### config.mk
export PLATFORM = sky130hd
export DESIGN_NAME = instr_fetch_stage
export DESIGN_NICKNAME = d
export VERILOG_FILES = /design/src/rtl/instr_fetch_stage.sv
export SDC_FILE = /design/constraint.sdc
export NUM_CORES = 1
export LEC_CHECK = 0
export CAP_MARGIN = 0
export CORE_ASPECT_RATIO = 1.25
export CORE_MARGIN = 4
export CORE_UTILIZATION = 50
export DETAILED_ROUTE_END_ITERATION = 8
export GPL_TIMING_DRIVEN = 0
export HOLD_SLACK_MARGIN = 0.02
export PLACE_DENSITY = 0.91
export SYNTH_ARGS = -nofsm -noshare
export SYNTH_HDL_FRONTEND = slang
export SYNTH_SLANG_ARGS = --single-unit
### constraint.sdc
create_clock -name clk -period 3.4 [get_ports clk]
set_clock_uncertainty 0.15 [all_clocks]
set_input_delay 0.68 -clock clk [delete_from_list [all_inputs] [get_ports clk]]
set_output_delay 0.68 -clock clk [all_outputs]
set_load 0.02 [all_outputs]
### src/rtl/instr_fetch_stage.sv
`default_nettype none
// ============================================================================
// Module   : instr_fetch_stage
// Brief    : PC-driven instruction fetch with req/ack memory port, 2-entry
//            fetch buffer toward decode, and a pc_advance strobe to step the PC.
// Revision : 1.0 - initial release
// ============================================================================
module instr_fetch_stage #(
    parameter int ADDR_W = 32,
    parameter int DATA_W = 32
) (
    input  logic              clk,
    input  logic              rst,
    input  logic [ADDR_W-1:0] pc,
    input  logic              pc_valid,
    input  logic              flush,
    output logic              pc_advance,
    output logic              imem_req,
    output logic [ADDR_W-1:0] imem_addr,
    input  logic              imem_ack,
    input  logic [DATA_W-1:0] imem_rdata,
    output logic              ifid_valid,
    input  logic              ifid_ready,
    output logic [DATA_W-1:0] ifid_instr,
    output logic [ADDR_W-1:0] ifid_pc,
    output logic [ADDR_W-1:0] ifid_pc_plus4,
    output logic              misalign_err
);

    localparam logic [1:0] S_IDLE  = 2'd0;
    localparam logic [1:0] S_REQ   = 2'd1;
    localparam logic [1:0] S_DRAIN = 2'd2;

    logic [1:0]        state_q,    state_d;
    logic              req_q,      req_d;
    logic [ADDR_W-1:0] addr_q,     addr_d;
    logic              adv_q,      adv_d;
    logic              mis_q,      mis_d;
    logic [1:0]        count_q,    count_d;
    logic              rd_ptr_q,   rd_ptr_d;
    logic              wr_ptr_q,   wr_ptr_d;
    logic [DATA_W-1:0] buf_instr_q [2];
    logic [DATA_W-1:0] buf_instr_d [2];
    logic [ADDR_W-1:0] buf_pc_q    [2];
    logic [ADDR_W-1:0] buf_pc_d    [2];

    logic w_push;
    logic w_pop;
    logic w_aligned;

    assign w_aligned = (pc[1:0] == 2'b00);
    assign w_pop     = (count_q != 2'd0) && ifid_ready;

    // Fetch sequencer. While pc_advance is high the PC has not yet stepped,
    // so the stale pc is not re-issued that cycle.
    always_comb begin
        state_d = state_q;
        req_d   = req_q;
        addr_d  = addr_q;
        adv_d   = 1'b0;
        mis_d   = mis_q;
        w_push  = 1'b0;
        case (state_q)
            S_IDLE: begin
                if (pc_valid && !w_aligned) begin
                    mis_d = 1'b1;
                end
                if (pc_valid && w_aligned && !flush && !adv_q && (count_q < 2'd2)) begin
                    req_d   = 1'b1;
                    addr_d  = pc;
                    state_d = S_REQ;
                end
            end
            S_REQ: begin
                if (imem_ack) begin
                    req_d   = 1'b0;
                    state_d = S_IDLE;
                    if (!flush) begin
                        w_push = 1'b1;
                        adv_d  = 1'b1;
                    end
                end else if (flush) begin
                    // Request must stay up until the memory acknowledges it.
                    state_d = S_DRAIN;
                end
            end
            S_DRAIN: begin
                if (imem_ack) begin
                    req_d   = 1'b0;
                    state_d = S_IDLE;
                end
            end
            default: begin
                req_d   = 1'b0;
                state_d = S_IDLE;
            end
        endcase
    end

    // Fetch buffer; flush overrides both push and pop.
    always_comb begin
        buf_instr_d = buf_instr_q;
        buf_pc_d    = buf_pc_q;
        rd_ptr_d    = rd_ptr_q;
        wr_ptr_d    = wr_ptr_q;
        count_d     = count_q;
        if (flush) begin
            rd_ptr_d = 1'b0;
            wr_ptr_d = 1'b0;
            count_d  = 2'd0;
        end else begin
            if (w_push) begin
                buf_instr_d[wr_ptr_q] = imem_rdata;
                buf_pc_d[wr_ptr_q]    = addr_q;
                wr_ptr_d              = ~wr_ptr_q;
            end
            if (w_pop) begin
                rd_ptr_d = ~rd_ptr_q;
            end
            count_d = count_q + {1'b0, w_push} - {1'b0, w_pop};
        end
    end

    always_ff @(posedge clk) begin
        if (rst) begin
            state_q        <= S_IDLE;
            req_q          <= 1'b0;
            addr_q         <= '0;
            adv_q          <= 1'b0;
            mis_q          <= 1'b0;
            count_q        <= 2'd0;
            rd_ptr_q       <= 1'b0;
            wr_ptr_q       <= 1'b0;
            buf_instr_q[0] <= '0;
            buf_instr_q[1] <= '0;
            buf_pc_q[0]    <= '0;
            buf_pc_q[1]    <= '0;
        end else begin
            state_q     <= state_d;
            req_q       <= req_d;
            addr_q      <= addr_d;
            adv_q       <= adv_d;
            mis_q       <= mis_d;
            count_q     <= count_d;
            rd_ptr_q    <= rd_ptr_d;
            wr_ptr_q    <= wr_ptr_d;
            buf_instr_q <= buf_instr_d;
            buf_pc_q    <= buf_pc_d;
        end
    end

    assign pc_advance    = adv_q;
    assign imem_req      = req_q;
    assign imem_addr     = addr_q;
    assign misalign_err  = mis_q;
    assign ifid_valid    = (count_q != 2'd0);
    // Head fields read zero when the buffer is empty.
    assign ifid_instr    = ifid_valid ? buf_instr_q[rd_ptr_q] : '0;
    assign ifid_pc       = ifid_valid ? buf_pc_q[rd_ptr_q] : '0;
    assign ifid_pc_plus4 = ifid_valid ? (buf_pc_q[rd_ptr_q] + ADDR_W'(4)) : '0;

endmodule
`default_nettype wire
==> reports/metrics.yaml, run 1 <==
regToRegStartpoint: "state_q[1]$_SDFFE_PP0P_"
r2r_slack_ps: 1040
die_h_um: 149.1
drv_cap: 0
io_pins: 202
final_cell_mix: "346 x nand2_1, 168 x dfxtp_1, 166 x a21oi_1"
path_delay_family: "simple AND/OR/NAND/NOR gates"
drtAntennaViolNets: 0
worstSetupEndpointType: "primary output"
critPathArrivalTime_ps: 2870
min_period_ps: 3698
cts.sinks: 169
cts-buffers-inserted: 17
min_path_type: "flip-flop to flip-flop"
worst-path-max-fanout: 5
ctsRootBufferMaster: "clkbuf_16"
min_to: "buf_instr_q[47]$_SDFFE_PP0P_"
cts_tree: "yes"
r2r_end: "buf_pc_q[39]$_SDFFE_PP0P_"
grt_pass1_wl_um: 41760
slowest_delay_ps: 350
nets: 1376
via_per_inst: 5.755
dp.final_hpwl_um: 18750
hold_viol_final: 0
violations: "setup timing"
rsz0062_at_grt: "yes"
diodes: 0
cpMaxStageDelayCell: "dfxtp_4"
drt_wl_total_um: 28600
ff2ff_path_depth: 8
final_common_cell: "nand2_1"
seq_area_sq_mm: 0.003387
syn_inst: 1050
io_buffers: 200
clkTransAtPathRegs_ps: 70
crit_top_cell: "buf_12"
area_delta_synth_final_pct: 43.48
multi_input_area_sq_mm: 0.004446
final-setup-viol-count: 11
first_iter_violations: 809
max_clock_freq_ghz: 0.2704
fillers: 1079
drive_gt1_share_pct: 12.95
clockBufferDepth: 2
grt_pass1_vias: 8393
crit_path_start_kind: "flip-flop"
placed_cell_area_sq_mm: 0.01023
ys.warnings.count: 0
drc: 0
placeableCoreArea_sq_mm: 0.01563
setup_slack_ps: -298.3
pre_cts_slack_ps: -889.7
antenna_found_initial: 0
tns_ps: -1484
hold_buffers: 0
wl_per_cell_um: 18.75
yosysSeqAreaShare_pct: 42.50
die_area_sq_mm: 0.01802
worst_pin_slew_ps: 813.0
critical_path.cell_chain: "buf_6 -> buf_8 -> buf_12 -> buf_12 -> nand2b_4 -> nand2_4 -> ha_4 -> nand4b_1 -> nand2_2 -> nand4_1 -> o21a_1 -> nor3_2 -> buf_4"
first_pass_iters: 7
ys_seq_elements: 169
slew_violations: 0
path_class: "flip-flop to primary output"
place_congestion: 0.9055
whs_ps: 304.4
outcome: "finished, violations left"
clkLatencyLatePin_ps: 430
fin_crit_sh_pct: 108.8
leakagePower_uw: 0.004073
die_w_um: 120.9
vdd.ir_drop.worst_v: 0.0002914
synth_nets: 1126
holdPathStages: 2
initial_core_util_pct: 50.92
synth.cell_area_sq_mm: 0.007960
path_buf_inv: 5
cts_max_level: 4
gr-total-overflow: 0
num_vias: 8777
track_usage_pct: 29.17
crit_required_ps: 2570
grt_start_max_net_pins: 17
hp-start: "buf_instr_q[47]$_SDFFE_PP0P_"
p_per_area_mw_per_mm2: 370.5
syn_avg_cell_area_sq_um: 7.581
yosys.cell_types.count: 50
rows: 51
final_area_sq_mm: 0.01142
relSlewSlack_pct: 44.25
per-layer routing:
| metal | part of all wire [%] | wire (um) | GRT usage [%] | vias to the layer above |
|---|---|---|---|---|
| li1 | - | - | - | 3998 |
| met1 | 35 | 9952 | 31.10 | 4101 |
| met2 | 51 | 14710 | 52.96 | 536 |
| met3 | 8.2 | 2352 | 6.753 | 142 |
| met4 | 5.5 | 1587 | 15.48 | 0 |
| met5 | 0 | 0 | 0 | - |
where the power goes:
part,switching [uW],total [uW],internal [uW]
Clock,794,2010,1210
Combinational,113,219,106
Sequential,12.8,2000,1990
how the worst max path moves through the flow:
| stage | from | end | slack (ps) | cells after the start |
|---|---|---|---|---|
| 2_1_floorplan | rd_ptr_q$_SDFFE_PP0P_ | ifid_pc_plus4[26] | 3 | 11 |
| 3_3_place_gp | rd_ptr_q$_SDFFE_PP0P_ | ifid_pc_plus4[20] | -850 | 13 |
| 3_5_place_dp | rd_ptr_q$_SDFFE_PP0P_ | ifid_pc_plus4[28] | -890 | 13 |
| 4_1_cts | rd_ptr_q$_SDFFE_PP0P_ | ifid_pc_plus4[28] | -120 | 13 |
| 5_1_grt | rd_ptr_q$_SDFFE_PP0P_ | ifid_pc_plus4[18] | -310 | 13 |
| 6_report | rd_ptr_q$_SDFFE_PP0P_ | ifid_pc_plus4[18] | -300 | 13 |
area by class of cell:
cell class	instances	share of cell area (%)
Tap cell	212	2.323
Clock inverter	11	1.260
Buffer	74	3.845
Timing Repair Buffer	231	19.54
Inverter	10	0.3287
Clock buffer	21	4.119
Sequential cell	169	29.66
Multi-Input combinational cell	797	38.92
per-stage QoR:
step / utilization (%) / total power, uW / instances
after floorplan: - / 2121 / 1050
after global placement: 65.42 / 2258 / 1462
after detailed placement: 65.42 / 2261 / 1462
after CTS: 71.16 / 4228 / 1513
after global routing: 73.05 / 4332 / 1525
final: 73.05 / 4231 / 1525
flip-flops by register name (all words and copies together), names as in the netlist:
name	count
pc_advance	1
wr_ptr_q	1
buf_pc_q	64
misalign_err	1
rd_ptr_q	1
state_q	2
count_q	2
imem_req	1
imem_addr	32
buf_instr_q	64
worst reg2reg max path, stage by stage (launching register included):
cell and delay [ps]:
dfxtp_1 330, inv_1 90, ha_1 150, nor2b_1 200
nand2_1 140, nor2_2 450, clkbuf_1 460, nand2_1 150
a21oi_1 170
timing repair:
| item | in CTS | in global routing |
|---|---|---|
| pin swaps | 15 | 22 |
| cloned | 1 | 0 |
| endpoints found under the setup margin | 92 | 33 |
| resized for setup | 134 | 75 |
| setup buffers | 18 | 12 |
cell families after synthesis:
logic type / share of synthesized area (%)
xor+xnor: 1.761
simple gates: 27.18
mux: 8.378
flops: 42.50
buf+inv: 4.951
fa+ha+maj: 0.9431
compound gates: 14.29
synthesized netlist by cell type, drive strengths merged:
library cell	number	share of area (%)
nand2b	5	0.39
nand4	11	1.2
o31a	2	0.22
mux2i	61	7.7
nor3b	3	0.28
o211ai	1	0.094
xor2	3	0.33
a21oi	166	10
ha	6	0.94
and3	1	0.079
inv	10	0.47
nand3b	10	1.1
mux2	5	0.71
o21ai	10	0.63
o21a	1	0.094
nor2	82	3.9
o41ai	1	0.11
xnor2	13	1.4
or4b	1	0.13
o31ai	7	0.66
dfxtp	169	43
nor4	4	0.58
nand3	18	1.2
a22oi	7	1.2
o21bai	1	0.094
and2	6	0.47
nor2b	3	0.24
clkbuf	42	2.0
a31oi	3	0.24
buf	32	2.5
nand2	348	16
nor3	8	0.57
a211oi	5	0.47
nand4b	5	0.63
Power figures use the tool's default switching activity.
==> run 2: changes to the inputs <==
--- a/config.mk
+++ b/config.mk
@@ -16,3 +16,4 @@
 export SYNTH_ARGS = -nofsm -noshare
 export SYNTH_HDL_FRONTEND = slang
 export SYNTH_SLANG_ARGS = --single-unit
+export TNS_END_PERCENT = 10
==> reports/metrics.yaml, run 2 (same netlist as run 1, synthesis figures left out) <==
outcome: "finished, violations left"
violations: "setup timing"
min_to: "buf_instr_q[47]$_SDFFE_PP0P_"
wl_per_cell_um: 18.19  # -3.0%
regToRegStartpoint: "state_q[1]$_SDFFE_PP0P_"
nets: 1369  # -0.51%
cts_tree: "yes"
cts.sinks: 169  # unchanged
die_w_um: 120.9  # unchanged
diodes: 0  # unchanged
drive_gt1_share_pct: 11.72  # -1.2 points
first_pass_iters: 6  # -1
relSlewSlack_pct: 56.28  # +12 points
worstSetupEndpointType: "primary output"
drc: 0  # unchanged
r2r_end: "buf_pc_q[57]$_SDFFE_PP0P_"
setup_slack_ps: -245.0  # +53.32 ps
crit_path_start_kind: "flip-flop"
cts_max_level: 4  # unchanged
rows: 51  # unchanged
r2r_slack_ps: 990  # -50 ps
hp-start: "buf_instr_q[47]$_SDFFE_PP0P_"
ctsRootBufferMaster: "clkbuf_16"
drv_cap: 0  # unchanged
placed_cell_area_sq_mm: 0.01023  # unchanged
min_period_ps: 3645  # -53.32 ps
drtAntennaViolNets: 0  # unchanged
ff2ff_path_depth: 8  # unchanged
gr-total-overflow: 0  # unchanged
final-setup-viol-count: 14  # +3
track_usage_pct: 29.13  # -0.048 points
final_area_sq_mm: 0.01123  # -1.7%
io_buffers: 200  # unchanged
grt_pass1_vias: 8380  # -0.15%
worst-path-max-fanout: 5  # unchanged
critPathArrivalTime_ps: 2820  # -50 ps
via_per_inst: 5.691  # -1.1%
min_path_type: "flip-flop to flip-flop"
drt_wl_total_um: 27620  # -3.4%
holdPathStages: 2  # unchanged
final_common_cell: "nand2_1"
worst_pin_slew_ps: 637.5  # -175.5 ps
path_class: "flip-flop to primary output"
die_area_sq_mm: 0.01802  # unchanged
rsz0062_at_grt: "yes"
p_per_area_mw_per_mm2: 377.1  # +1.8%
die_h_um: 149.1  # unchanged
first_iter_violations: 731  # -9.6%
grt_pass1_wl_um: 41670  # -0.21%
initial_core_util_pct: 50.92  # unchanged
io_pins: 202  # unchanged
slew_violations: 0  # unchanged
fin_crit_sh_pct: 107.2  # -1.6 points
max_clock_freq_ghz: 0.2743  # +1.5%
num_vias: 8639  # -1.6%
clockBufferDepth: 2  # unchanged
p_total_uw: 4236  # +0.11%
hold_buffers: 0  # unchanged
dp.final_hpwl_um: 18750  # unchanged
whs_ps: 304.2  # -0.1880 ps
leakagePower_uw: 0.003850  # -5.5%
final_cell_mix: "346 x nand2_1, 170 x clkdlybuf4s50_1, 168 x dfxtp_1"
place_congestion: 0.9055  # unchanged
antenna_found_initial: 0  # unchanged
vdd.ir_drop.worst_v: 0.0002937  # +0.77%
crit_required_ps: 2570  # about the same
placeableCoreArea_sq_mm: 0.01563  # unchanged
grt_start_max_net_pins: 17  # unchanged
area_delta_synth_final_pct: 41.10
clkLatencyLatePin_ps: 440  # about the same
hold_viol_final: 0  # unchanged
clkTransAtPathRegs_ps: 60  # about the same
cts-buffers-inserted: 17  # unchanged
-- run 2: changes by cell type in the layout (fill, tap and decap cells not counted), sizes merged --
| cell | previous run | this run |
|---|---|---|
| buf | 80 | 70 |
| clkbuf | 64 | 66 |
| dlymetal6s2s | 16 | 8 |
| dlygate4sd2 | 4 | 5 |
| clkdlybuf4s15 | 1 | 0 |
| clkdlybuf4s50 | 161 | 170 |
-- run 2: per-stage QoR --
stage	worst slack, ps	utilization, %	std cells	setup TNS, ps
3_3_place_gp	-849.2	65.42	1462	-21100
5_1_grt	-280.3	71.84	1518	-2704
4_1_cts	-164.7	71.00	1510	-744.5
2_1_floorplan	3.044	-	1050	0
6_report	-245.0	71.84	1518	-1392
3_5_place_dp	-889.7	65.42	1462	-21590
-- run 2: repair_timing --
| action | in CTS | in global routing |
|---|---|---|
| gates resized for setup | 126 | 34 |
| buffers inserted | 15 | 8 |
| pin swaps | 12 | 8 |
| endpoints found under the setup margin | 92 | 34 |
| endpoints found under the hold margin | 0 | 0 |
| cloned | 1 | 0 |
-- run 2: layout make-up --
class	count	area [sq um]
clock buffer	21	470.5
inverter	10	37.54
sequential	169	3387
fill	1116	4402
timing repair buffer	224	2156
multi-input combinational	797	4342
clock inverter	11	143.9
buffer	74	430.4
tap	212	265.3
-- run 2: how the worst max path moves through the flow --
stage	start	end	slack [ps]
global route	rd_ptr_q$_SDFFE_PP0P_	ifid_pc_plus4[18]	-280
global placement	rd_ptr_q$_SDFFE_PP0P_	ifid_pc_plus4[20]	-850
floorplan	rd_ptr_q$_SDFFE_PP0P_	ifid_pc_plus4[26]	3
CTS	rd_ptr_q$_SDFFE_PP0P_	ifid_pc_plus4[23]	-160
finish	rd_ptr_q$_SDFFE_PP0P_	ifid_pc_plus4[18]	-250
detailed placement	rd_ptr_q$_SDFFE_PP0P_	ifid_pc_plus4[28]	-890
-- run 2: layer usage --
metal | up-vias | routed length [um] | part of all wire, % | track usage, %
li1 | 3981 | - | - | -
met1 | 4048 | 9802 | 35 | 31.10
met5 | - | 0 | 0 | 0
met2 | 485 | 13990 | 51 | 52.93
met3 | 125 | 2354 | 8.5 | 6.715
met4 | 0 | 1472 | 5.3 | 15.25
-- run 2: power by group --
part | switching (uW) | leakage, uW | internal, uW | total, uW
logic | 111 | 0.00218 | 106 | 218
clock network | 801 | 0.000303 | 1210 | 2010
registers | 12.7 | 0.00136 | 1990 | 2000
-- run 2: critical path, cell delays in order (launching register included) --
cell and delay [ps]:
dfxtp_4 360, buf_6 130, buf_8 120, buf_12 120, buf_12 120, nand2b_4 140
nand2_4 70, ha_4 160, nand4b_1 120, nand2_2 170, nand4_1 210, o21a_1 270
nor3_2 180, buf_4 190
